==> src/rtl/pipe_trace_monitor.sv <==
// -----------------------------------------------------------------------------
// pipe_trace_monitor
//
// Passive pipeline-occupancy tracker that sits beside a MIPS core in a bench.
// It copies fetched instruction words through STAGES shadow stages and applies
// the same bubble-on-stall and kill-on-redirect rules as the core. This gives
// a per-stage view of the pipe and a retire stream. Saturating counters
// support CPI checks. The module only observes; it drives nothing in the core.
//
// Optional feature macro: PIPE_MON_CLASS_EN
//   When defined, five extra per-class retire counters are added. They are
//   decoded from the opcode of the retiring word: alu, load, store, branch
//   and jump.
//
// Ports
//   clock        : sole clock, rising edge
//   reset        : synchronous, active-low
//   fetch_instr  : instruction fetched this cycle
//   fetch_valid  : fetch_instr is a real instruction
//   stall        : load-use stall (stages 0..STALL_STAGE hold, bubble behind)
//   flush        : taken branch/jump (kills the FLUSH_DEPTH youngest in-flight)
//   clr_stats    : synchronous clear of the statistics counters only
//   stage_instr  : stage k word at [k*IW +: IW]
//   stage_valid  : bit k = stage k holds a real instruction
//   retire_valid : stage STAGES-1 valid
//   retire_instr : stage STAGES-1 word
//   cycle_cnt / retire_cnt / stall_cnt / flush_cnt : saturating statistics
//   alu_cnt / load_cnt / store_cnt / branch_cnt / jump_cnt : class counters
//                  (only with PIPE_MON_CLASS_EN)
// -----------------------------------------------------------------------------
module pipe_trace_monitor #(
  parameter int STAGES      = 5,
  parameter int IW          = 32,
  parameter int CNT_W       = 16,
  parameter int STALL_STAGE = 1,
  parameter int FLUSH_DEPTH = 2
) (
  input  logic                 clock,
  input  logic                 reset,
  input  logic [IW-1:0]        fetch_instr,
  input  logic                 fetch_valid,
  input  logic                 stall,
  input  logic                 flush,
  input  logic                 clr_stats,
  output logic [STAGES*IW-1:0] stage_instr,
  output logic [STAGES-1:0]    stage_valid,
  output logic                 retire_valid,
  output logic [IW-1:0]        retire_instr,
  output logic [CNT_W-1:0]     cycle_cnt,
  output logic [CNT_W-1:0]     retire_cnt,
  output logic [CNT_W-1:0]     stall_cnt,
  output logic [CNT_W-1:0]     flush_cnt
`ifdef PIPE_MON_CLASS_EN
  ,
  output logic [CNT_W-1:0]     alu_cnt,
  output logic [CNT_W-1:0]     load_cnt,
  output logic [CNT_W-1:0]     store_cnt,
  output logic [CNT_W-1:0]     branch_cnt,
  output logic [CNT_W-1:0]     jump_cnt
`endif
);

  // Elaboration-time parameter legality checks.
  if (STAGES < 3 || STAGES > 8) begin : g_bad_stages
    $fatal(1, "pipe_trace_monitor: STAGES must be in 3..8");
  end
  if (STALL_STAGE < 0 || STALL_STAGE + 1 >= STAGES) begin : g_bad_stall
    $fatal(1, "pipe_trace_monitor: STALL_STAGE+1 must be < STAGES");
  end
  if (FLUSH_DEPTH < 1 || FLUSH_DEPTH >= STAGES) begin : g_bad_flush
    $fatal(1, "pipe_trace_monitor: FLUSH_DEPTH must be in 1..STAGES-1");
  end
  if (CNT_W < 1) begin : g_bad_cnt
    $fatal(1, "pipe_trace_monitor: CNT_W must be >= 1");
  end
`ifdef PIPE_MON_CLASS_EN
  if (IW < 32) begin : g_bad_iw
    $fatal(1, "pipe_trace_monitor: class decode needs IW >= 32");
  end
`endif

  // ---------------------------------------------------------------------------
  // Shadow pipe
  // ---------------------------------------------------------------------------
  logic [IW-1:0]     instr_q [STAGES];
  logic [IW-1:0]     instr_d [STAGES];
  logic [STAGES-1:0] valid_q;
  logic [STAGES-1:0] valid_d;

  // Priority: flush over stall over normal advance.
  always_comb begin
    for (int k = 0; k < STAGES; k++) begin
      instr_d[k] = instr_q[k];
    end
    valid_d = valid_q;

    if (flush) begin
      valid_d[0] = fetch_valid;
      instr_d[0] = fetch_instr;
      for (int k = 1; k < STAGES; k++) begin
        if (k <= FLUSH_DEPTH) begin
          // Redirect kills the wrong-path words that would enter these slots.
          valid_d[k] = 1'b0;
          instr_d[k] = '0;
        end else begin
          valid_d[k] = valid_q[k-1];
          instr_d[k] = instr_q[k-1];
        end
      end
    end else if (stall) begin
      for (int k = 1; k < STAGES; k++) begin
        if (k == STALL_STAGE + 1) begin
          // One bubble per stalled edge enters just behind the held stages.
          valid_d[k] = 1'b0;
          instr_d[k] = '0;
        end else if (k > STALL_STAGE + 1) begin
          valid_d[k] = valid_q[k-1];
          instr_d[k] = instr_q[k-1];
        end
      end
    end else begin
      valid_d[0] = fetch_valid;
      instr_d[0] = fetch_instr;
      for (int k = 1; k < STAGES; k++) begin
        valid_d[k] = valid_q[k-1];
        instr_d[k] = instr_q[k-1];
      end
    end
  end

  always_ff @(posedge clock) begin
    if (!reset) begin
      valid_q <= '0;
      for (int k = 0; k < STAGES; k++) begin
        instr_q[k] <= '0;
      end
    end else begin
      valid_q <= valid_d;
      for (int k = 0; k < STAGES; k++) begin
        instr_q[k] <= instr_d[k];
      end
    end
  end

  always_comb begin
    stage_instr = '0;
    for (int k = 0; k < STAGES; k++) begin
      stage_instr[k*IW +: IW] = instr_q[k];
    end
  end

  assign stage_valid  = valid_q;
  assign retire_valid = valid_q[STAGES-1];
  assign retire_instr = instr_q[STAGES-1];

  // ---------------------------------------------------------------------------
  // Statistics
  // ---------------------------------------------------------------------------
  function automatic logic [CNT_W-1:0] sat_inc(input logic [CNT_W-1:0] v,
                                               input logic             en);
    return (en && (v != {CNT_W{1'b1}})) ? v + CNT_W'(1) : v;
  endfunction

  // Retire is judged on the pre-edge content of the last stage.
  logic retire_fire;
  logic stall_mode;
  assign retire_fire = valid_q[STAGES-1];
  assign stall_mode  = stall & ~flush;

  logic [CNT_W-1:0] cycle_q, retire_q, stall_q, flush_q;

  always_ff @(posedge clock) begin
    if (!reset || clr_stats) begin
      cycle_q  <= '0;
      retire_q <= '0;
      stall_q  <= '0;
      flush_q  <= '0;
    end else begin
      cycle_q  <= sat_inc(cycle_q, 1'b1);
      retire_q <= sat_inc(retire_q, retire_fire);
      stall_q  <= sat_inc(stall_q, stall_mode);
      flush_q  <= sat_inc(flush_q, flush);
    end
  end

  assign cycle_cnt  = cycle_q;
  assign retire_cnt = retire_q;
  assign stall_cnt  = stall_q;
  assign flush_cnt  = flush_q;

`ifdef PIPE_MON_CLASS_EN
  // ---------------------------------------------------------------------------
  // Per-class retire counters (opcode field of the retiring word)
  // ---------------------------------------------------------------------------
  logic [5:0] ret_op;
  logic       is_alu, is_load, is_store, is_branch, is_jump;
  assign ret_op    = instr_q[STAGES-1][31:26];
  assign is_alu    = retire_fire && (ret_op == 6'b000000 || ret_op == 6'b001000);
  assign is_load   = retire_fire && (ret_op == 6'b100011);
  assign is_store  = retire_fire && (ret_op == 6'b101011);
  assign is_branch = retire_fire && (ret_op == 6'b000100 || ret_op == 6'b000101);
  assign is_jump   = retire_fire && (ret_op == 6'b000010);

  logic [CNT_W-1:0] alu_q, load_q, store_q, branch_q, jump_q;

  always_ff @(posedge clock) begin
    if (!reset || clr_stats) begin
      alu_q    <= '0;
      load_q   <= '0;
      store_q  <= '0;
      branch_q <= '0;
      jump_q   <= '0;
    end else begin
      alu_q    <= sat_inc(alu_q, is_alu);
      load_q   <= sat_inc(load_q, is_load);
      store_q  <= sat_inc(store_q, is_store);
      branch_q <= sat_inc(branch_q, is_branch);
      jump_q   <= sat_inc(jump_q, is_jump);
    end
  end

  assign alu_cnt    = alu_q;
  assign load_cnt   = load_q;
  assign store_cnt  = store_q;
  assign branch_cnt = branch_q;
  assign jump_cnt   = jump_q;
`endif

endmodule

==> config.mk <==
export PLATFORM = sky130hd
export DESIGN_NAME = pipe_trace_monitor
export DESIGN_NICKNAME = d
export VERILOG_FILES = /design/src/rtl/pipe_trace_monitor.sv
export SDC_FILE = /design/constraint.sdc
export NUM_CORES = 1
export LEC_CHECK = 0
export BUFFER_PORTS_ARGS = -buffer_cell sky130_fd_sc_hd__clkbuf_2
export CORE_MARGIN = 10
export CORE_UTILIZATION = 45
export DETAILED_ROUTE_END_ITERATION = 12
export PLACE_DENSITY = 0.84
export REMOVE_ABC_BUFFERS = 1
export SLEW_MARGIN = 25
export SYNTH_ARGS = -nofsm -noshare
export SYNTH_HDL_FRONTEND = slang
export SYNTH_SLANG_ARGS = --single-unit
==> constraint.sdc <==
create_clock -name clock -period 1.9 [get_ports clock]
set_clock_uncertainty 0.1 [all_clocks]
set_input_delay 0.38 -clock clock [delete_from_list [all_inputs] [get_ports clock]]
set_output_delay 0.38 -clock clock [all_outputs]
set_load 0.01 [all_outputs]
* Yosys cells after proc, flatten, opt, wreduce, memory -nomap -nowiden *
Memory sizes are Yosys's and may differ from the RTL's.
Cells that the tools add are included.

operators by class
  add/subtract/negate cells = 4
  equality and inequality tests = 5
  mux-type cells = 12
  bitwise operators = 8
  reduce and logical (&&, ||, !) cells = 7

operators by type and width
  kind                   count
  $mux 160               1
  $mux 32                5
  $mux 96                1
  $add 16x1->16 const B  4
  $mux 64                1
  $ne 16x16->1 const B   4
  $or 1x1->1             5
  $mux 1                 4
  $logic_and 1x1->1      3
  $reduce_or 3->1        1
  $ne 2x1->1 const B     1
  $not 1->1              2
  $reduce_or 2->1        1
  $and 1x1->1            1
  $logic_not 1->1        1
  $logic_or 1x1->1       1

word-level totals
  bits in registers = 69
  bits in writable memories = 160
  logic and storage cells = 45
  memories = 1

memories
  name     words  width  read ports  clocked after Yosys merged registers in  wr ports  RTL line  source
  instr_q  5      32     5           0                                        5         85        logic [IW-1:0] instr_q [STAGES];

* Depth between registers and ports, before layout *
An unclocked memory read counts as a cell.

  depth in word-level cells = 4
  depth in mapped cells = 6
  mapped depth without buffers = 5

* Worst setup path after synthesis *
Ideal clock, no wire load.

  path kind = reg-to-reg
  from = reg stall_q[0], in the netlist stall_cnt[0]
  to = reg stall_q[14], in the netlist stall_cnt[14]
  arrival = 1.719 ns
  data required time = 1.665 ns
  slack = -0.054 ns
  stages on the path, launching flop included = 6
  buffers on the path = 0
  clock period less this slack = 1.954 ns
  path through = dfxtp_1 > ha_1 > nand3_1 > or4_1 > o311ai_0 > o41ai_1

on the way
  cells in the longest elaborated chain, start to end = 2
  elaborated cells on any way between the ends = 3
  those cells by class = add/sub: 1; eq/ne: 1; reduce/logical: 1

ends and longest elaborated chain
  item                                                   RTL line  source
  from (decl)                                            170       logic [CNT_W-1:0] cycle_q, retire_q, stall_q, flush_q;
  from (signal assigned)                                 181       stall_q <= sat_inc(stall_q, stall_mode);
  branches (longest 2 deep; another with $add 16x1->16)  n/a

Parallel ways; which one is timed is not known.
A chain may end at the register's enable or synchronous reset.

* Worst setup path after layout *
  from = reg stall_q[1], in the netlist stall_cnt[1]
  to = reg stall_q[2], in the netlist stall_cnt[2]

The elaborated chain is that of the path after synthesis.

==> summary.txt <==
area of the die -> 0.02599 mm^2
floorplan die height -> 161.2 um
multiplexer share of the synthesized area -> 4.461%
top cells by area, synth -> sky130_fd_sc_hd__dfxtp_1 (51%), sky130_fd_sc_hd__buf_4 (8.1%), sky130_fd_sc_hd__and2_1 (7.2%)
pin count of the biggest net entering global routing -> 82
pre-CTS setup slack -> -0.04231 ns
starting DRC count in detailed routing -> 361
number of buffers inserted during clock tree synthesis -> 24
Mapped Cells -> 945
hpwl dp -> 19.44 mm
total power density per cell area -> 877.6 mW/mm^2
Arr. time, crit path -> 2.13 ns
width of the chip -> 161.2 um
start of the worst register-to-register path -> stall_cnt[1]$_SDFFE_PP0P_
most numerous cell on the critical path -> sky130_fd_sc_hd__buf_4
insertion delay to the later sink of the worst-skew pair -> 0.51 ns
setup TNS -> 0 ns
area of the core -> 0.01953 mm^2
synthesized-area fraction occupied by adder cells -> 0.5576%
total congestion overflow after global routing -> 0
Flop pwr share -> 49.4%
number of setup buffers added after CTS -> 0
Worst Setup Path Type -> flip-flop to flip-flop
Sw Pwr -> 2.202 mW
static leakage -> 5.124 nW
Antenna Nets Post-Route -> 0
Post-synth top flop -> sky130_fd_sc_hd__dfxtp_1
area after detailed placement -> 0.01034 mm^2
aggregate global-route resource usage -> 19.31%
TritonCTS clock tree -> yes
part of the total power dissipated in combinational logic -> 4.8%
H-tree depth -> 1
std cell rows -> 51
simple logic cell fraction of the synthesized area -> 22.71%
Distinct cells, synth -> 56
wire per inst -> 18.02 um
cell type with the highest aggregate area in the netlist -> sky130_fd_sc_hd__dfxtp_1
antenna violations before repair -> 1
post-synthesis average cell area -> 9.497 um^2
Post-synth EDFFs -> 0
outcome -> finished clean
Clk Tree Root Cell -> sky130_fd_sc_hd__clkbuf_16
clock net sink count -> 229
highest cell delay on the worst timing path -> 0.34 ns
final critical-path required period -> 1.812 ns
Yosys top cell area share -> 51.08%
GP Congestion -> 0.8936
Slew Limit Headroom -> 54.68%
part of the Yosys area used for sequential elements -> 51.08%
CTS max path bufs -> 3
count of boundary I/O pins -> 300
proportion of layout cells with a drive suffix above 1 -> 34.18%
count of synthesis-stage warnings from yosys -> 0
Post-route DRC -> 0
global-route wire length before repair -> 41.50 mm
kind of start point of the critical path -> flip-flop
number of filler instances in the final layout -> 1,677
RSZ-0062 raised after global routing -> true
vias per cell -> 5.115
Least-Margin Pin Slew -> 0.6799 ns
number of buffers added on ports -> 299
final hold viol count -> 0
slack of the worst reg-to-reg path -> 0.09 ns
via count -> 7,590
final-report max-slew violation count -> 0
DRT Wirelength -> 26.75 mm
largest fanout on the critical path -> 13
launching element of the worst setup path -> stall_cnt[1]$_SDFFE_PP0P_
final cell area excluding filler cells -> 0.01134 mm^2
Net Sw Frac -> 22.13%
number of max-capacitance violations reported -> 0
synthesized cell area -> 0.008975 mm^2
signed area change from the synthesized netlist to the final layout -> 26.36%
sort of element at the end of the critical path -> flip-flop
Synth async-reset ratio -> 0%
Slowest cell on crit path -> sky130_fd_sc_hd__dfxtp_1
number of detailed-route iterations in the first pass -> 5
worst flop-to-flop path endpoint -> stall_cnt[2]$_SDFFE_PP0P_
number of synthesized register bits -> 229
ordered cell list for the critical path -> ha_2, nand3_2, buf_4, nor4_2, buf_4, nor2_1, a311oi_1
number of global-route vias before repair -> 7,577
Worst Reg2Reg Path Length in Cells -> 7
largest family of logic cells by synthesized area -> simple AND/OR/NAND/NOR gates
initial core utilization -> 45.96%
endpoint of the worst setup timing path -> stall_cnt[2]$_SDFFE_PP0P_
WP data required -> 2.22 ns
post-route clock period utilization -> 95.37%
Final Setup Violations -> 0
power share of the clock group -> 45.8%
total number of nets in the final design -> 1,244
synthesized-area fraction occupied by ao, oa, aoi and oai cells -> 10.23%
max frequency -> 551.9 MHz
Clk pin slew, worst setup/hold paths -> 0.06 ns
synthesized-area fraction occupied by xor and xnor cells -> 0.3904%
min setup slack post-route -> 0.08801 ns
Hold Path Class -> input pin to flip-flop
internal power summed over all cells -> 7.750 mW
worst ir drop on vdd -> 857.4 uV
-- cell usage after synthesis, drive strengths merged (3+ instances only) --
cell and count:
a211oi 3, a21boi 33, a21oi 27, a311oi 3, a31oi 9, and2 103
and3 5, and4 6, buf 110, clkbuf 29, dfxtp 229, ha 4
inv 14, mux2i 40, nand2 100, nand2b 7, nand3 24, nand4 19
nor2 57, nor2b 3, nor3 10, nor4 9, o211ai 3, o21ai 23
o311a 3, o311ai 5, o31ai 8, o41ai 8, or2 3, or3 16
or4 13, xor2 3
-- sequential cells by signal, summed over array words and instances (netlist names) --
register,flops
instr_q,160
cycle_cnt,16
flush_cnt,16
retire_cnt,16
stall_cnt,16
stage_valid,5
-- power groups by stage --
stage / logic (mW) / clock network (mW) / registers [mW]
floorplan: 0.147 / 0 / 5.05
global placement: 0.437 / 0 / 5.02
detailed placement: 0.445 / 0 / 5.02
CTS: 0.481 / 4.63 / 4.92
global route: 0.524 / 4.84 / 4.92
finish: 0.479 / 4.55 / 4.92
-- worst max-delay path: cells and delay by family, from the launching register on --
kind	cells	cell delay, ns
AOI/OAI and AO/OA	1	0.26
buffers and inverters	2	0.40
adders and majority gates	1	0.20
and+or+nand+nor	3	0.43
DFF	1	0.34
-- stage by stage --
step           hold WS (ns)  utilization, %  std cells  total power, mW
2_1_floorplan        0.3963               -        806            5.195
3_3_place_gp         0.3392           52.97       1423            5.457
3_5_place_dp         0.3452           52.97       1423            5.469
4_1_cts            0.004075           57.83       1482            10.03
5_1_grt             0.01984           58.07       1483            10.28
6_report            0.01560           58.08       1484            9.952
-- cell type report --
class / instances / area, um^2 / area share [%]
inverters: 14 / 52.55 / 0.4634
diodes: 2 / 5.005 / 0.04413
repair buffers: 370 / 2100 / 18.51
multi-input cells: 563 / 3498 / 30.85
clock buffers: 32 / 691.9 / 6.101
clock inverters: 9 / 76.32 / 0.6730
flip-flops and latches: 229 / 4586 / 40.43
well taps: 265 / 331.6 / 2.924
-- timing repair --
item / CTS / global route
endpoints found under the hold margin: 18 / 0
hold buffers: 18 / 0
gates cloned: 0 / 0
endpoints found under the setup margin: 1 / 13
resized for setup: 1 / 10
pin swaps: 0 / 0
-- routing by layer --
| layer | up-vias | wire [um] | track usage (%) | share of wire [%] |
|---|---|---|---|---|
| met5 | - | 0 | 0 | 0 |
| met4 | 0 | 1053 | 7.899 | 3.9 |
| met1 | 3600 | 10350 | 22.04 | 39 |
| met2 | 269 | 13590 | 33.83 | 51 |
| li1 | 3659 | - | - | - |
| met3 | 62 | 1754 | 4.677 | 6.6 |
-- layout by cell type (no fill, tap or decap), types with 4 or more instances in the layout --
cell type / synthesis / routed
sky130_fd_sc_hd__clkbuf_2: 0 / 299
sky130_fd_sc_hd__dfxtp_1: 229 / 228
sky130_fd_sc_hd__and2_1: 103 / 103
sky130_fd_sc_hd__nand2_1: 100 / 100
sky130_fd_sc_hd__nor2_1: 57 / 56
sky130_fd_sc_hd__buf_4: 97 / 51
sky130_fd_sc_hd__mux2i_1: 40 / 40
sky130_fd_sc_hd__a21boi_0: 33 / 33
sky130_fd_sc_hd__a21oi_1: 27 / 27
sky130_fd_sc_hd__clkbuf_16: 0 / 25
sky130_fd_sc_hd__o21ai_0: 23 / 23
sky130_fd_sc_hd__nand3_1: 23 / 20
sky130_fd_sc_hd__dlygate4sd3_1: 0 / 18
sky130_fd_sc_hd__nand4_1: 17 / 17
sky130_fd_sc_hd__or3_1: 15 / 15
sky130_fd_sc_hd__inv_1: 14 / 14
sky130_fd_sc_hd__or4_1: 13 / 12
sky130_fd_sc_hd__nor3_1: 10 / 10
sky130_fd_sc_hd__a31oi_1: 9 / 9
sky130_fd_sc_hd__o31ai_1: 8 / 8
sky130_fd_sc_hd__o41ai_1: 8 / 7
sky130_fd_sc_hd__and4_1: 6 / 6
sky130_fd_sc_hd__nor4_1: 6 / 6
sky130_fd_sc_hd__clkinv_2: 0 / 6
sky130_fd_sc_hd__and3_1: 5 / 5
sky130_fd_sc_hd__nand3_2: 1 / 4
sky130_fd_sc_hd__o311ai_0: 5 / 4
sky130_fd_sc_hd__nand2b_2: 0 / 4
sky130_fd_sc_hd__clkbuf_8: 0 / 4
-- worst min-delay path by stage --
| stage | from | to | cells after the start | slack (ns) |
|---|---|---|---|---|
| 2_1_floorplan | instr_q[0][0]$_SDFFE_PN0P_ | instr_q[0][0]$_SDFFE_PN0P_ | 2 | 0.40 |
| 3_3_place_gp | instr_q[0][83]$_SDFF_PP0_ | instr_q[0][115]$_SDFF_PN0_ | 1 | 0.34 |
| 3_5_place_dp | instr_q[0][109]$_SDFF_PN0_ | instr_q[0][141]$_SDFF_PN0_ | 1 | 0.35 |
| 4_1_cts | fetch_instr[27] | instr_q[0][27]$_SDFFE_PN0P_ | 3 | 0.004 |
| 5_1_grt | fetch_instr[10] | instr_q[0][10]$_SDFFE_PN0P_ | 3 | 0.02 |
| 6_report | fetch_instr[29] | instr_q[0][29]$_SDFFE_PN0P_ | 3 | 0.02 |
-- logic make-up (layout without fill, tap and decap cells) --
kind of cell    Yosys count  after routing
compound gates          135            135
buf+inv                 153            425
simple gates            380            380
mux                      40             40
fa+ha+maj                 4              4
flops                   229            229
xor+xnor                  4              4
other cells               0              2
Power figures use the tool's default switching activity.
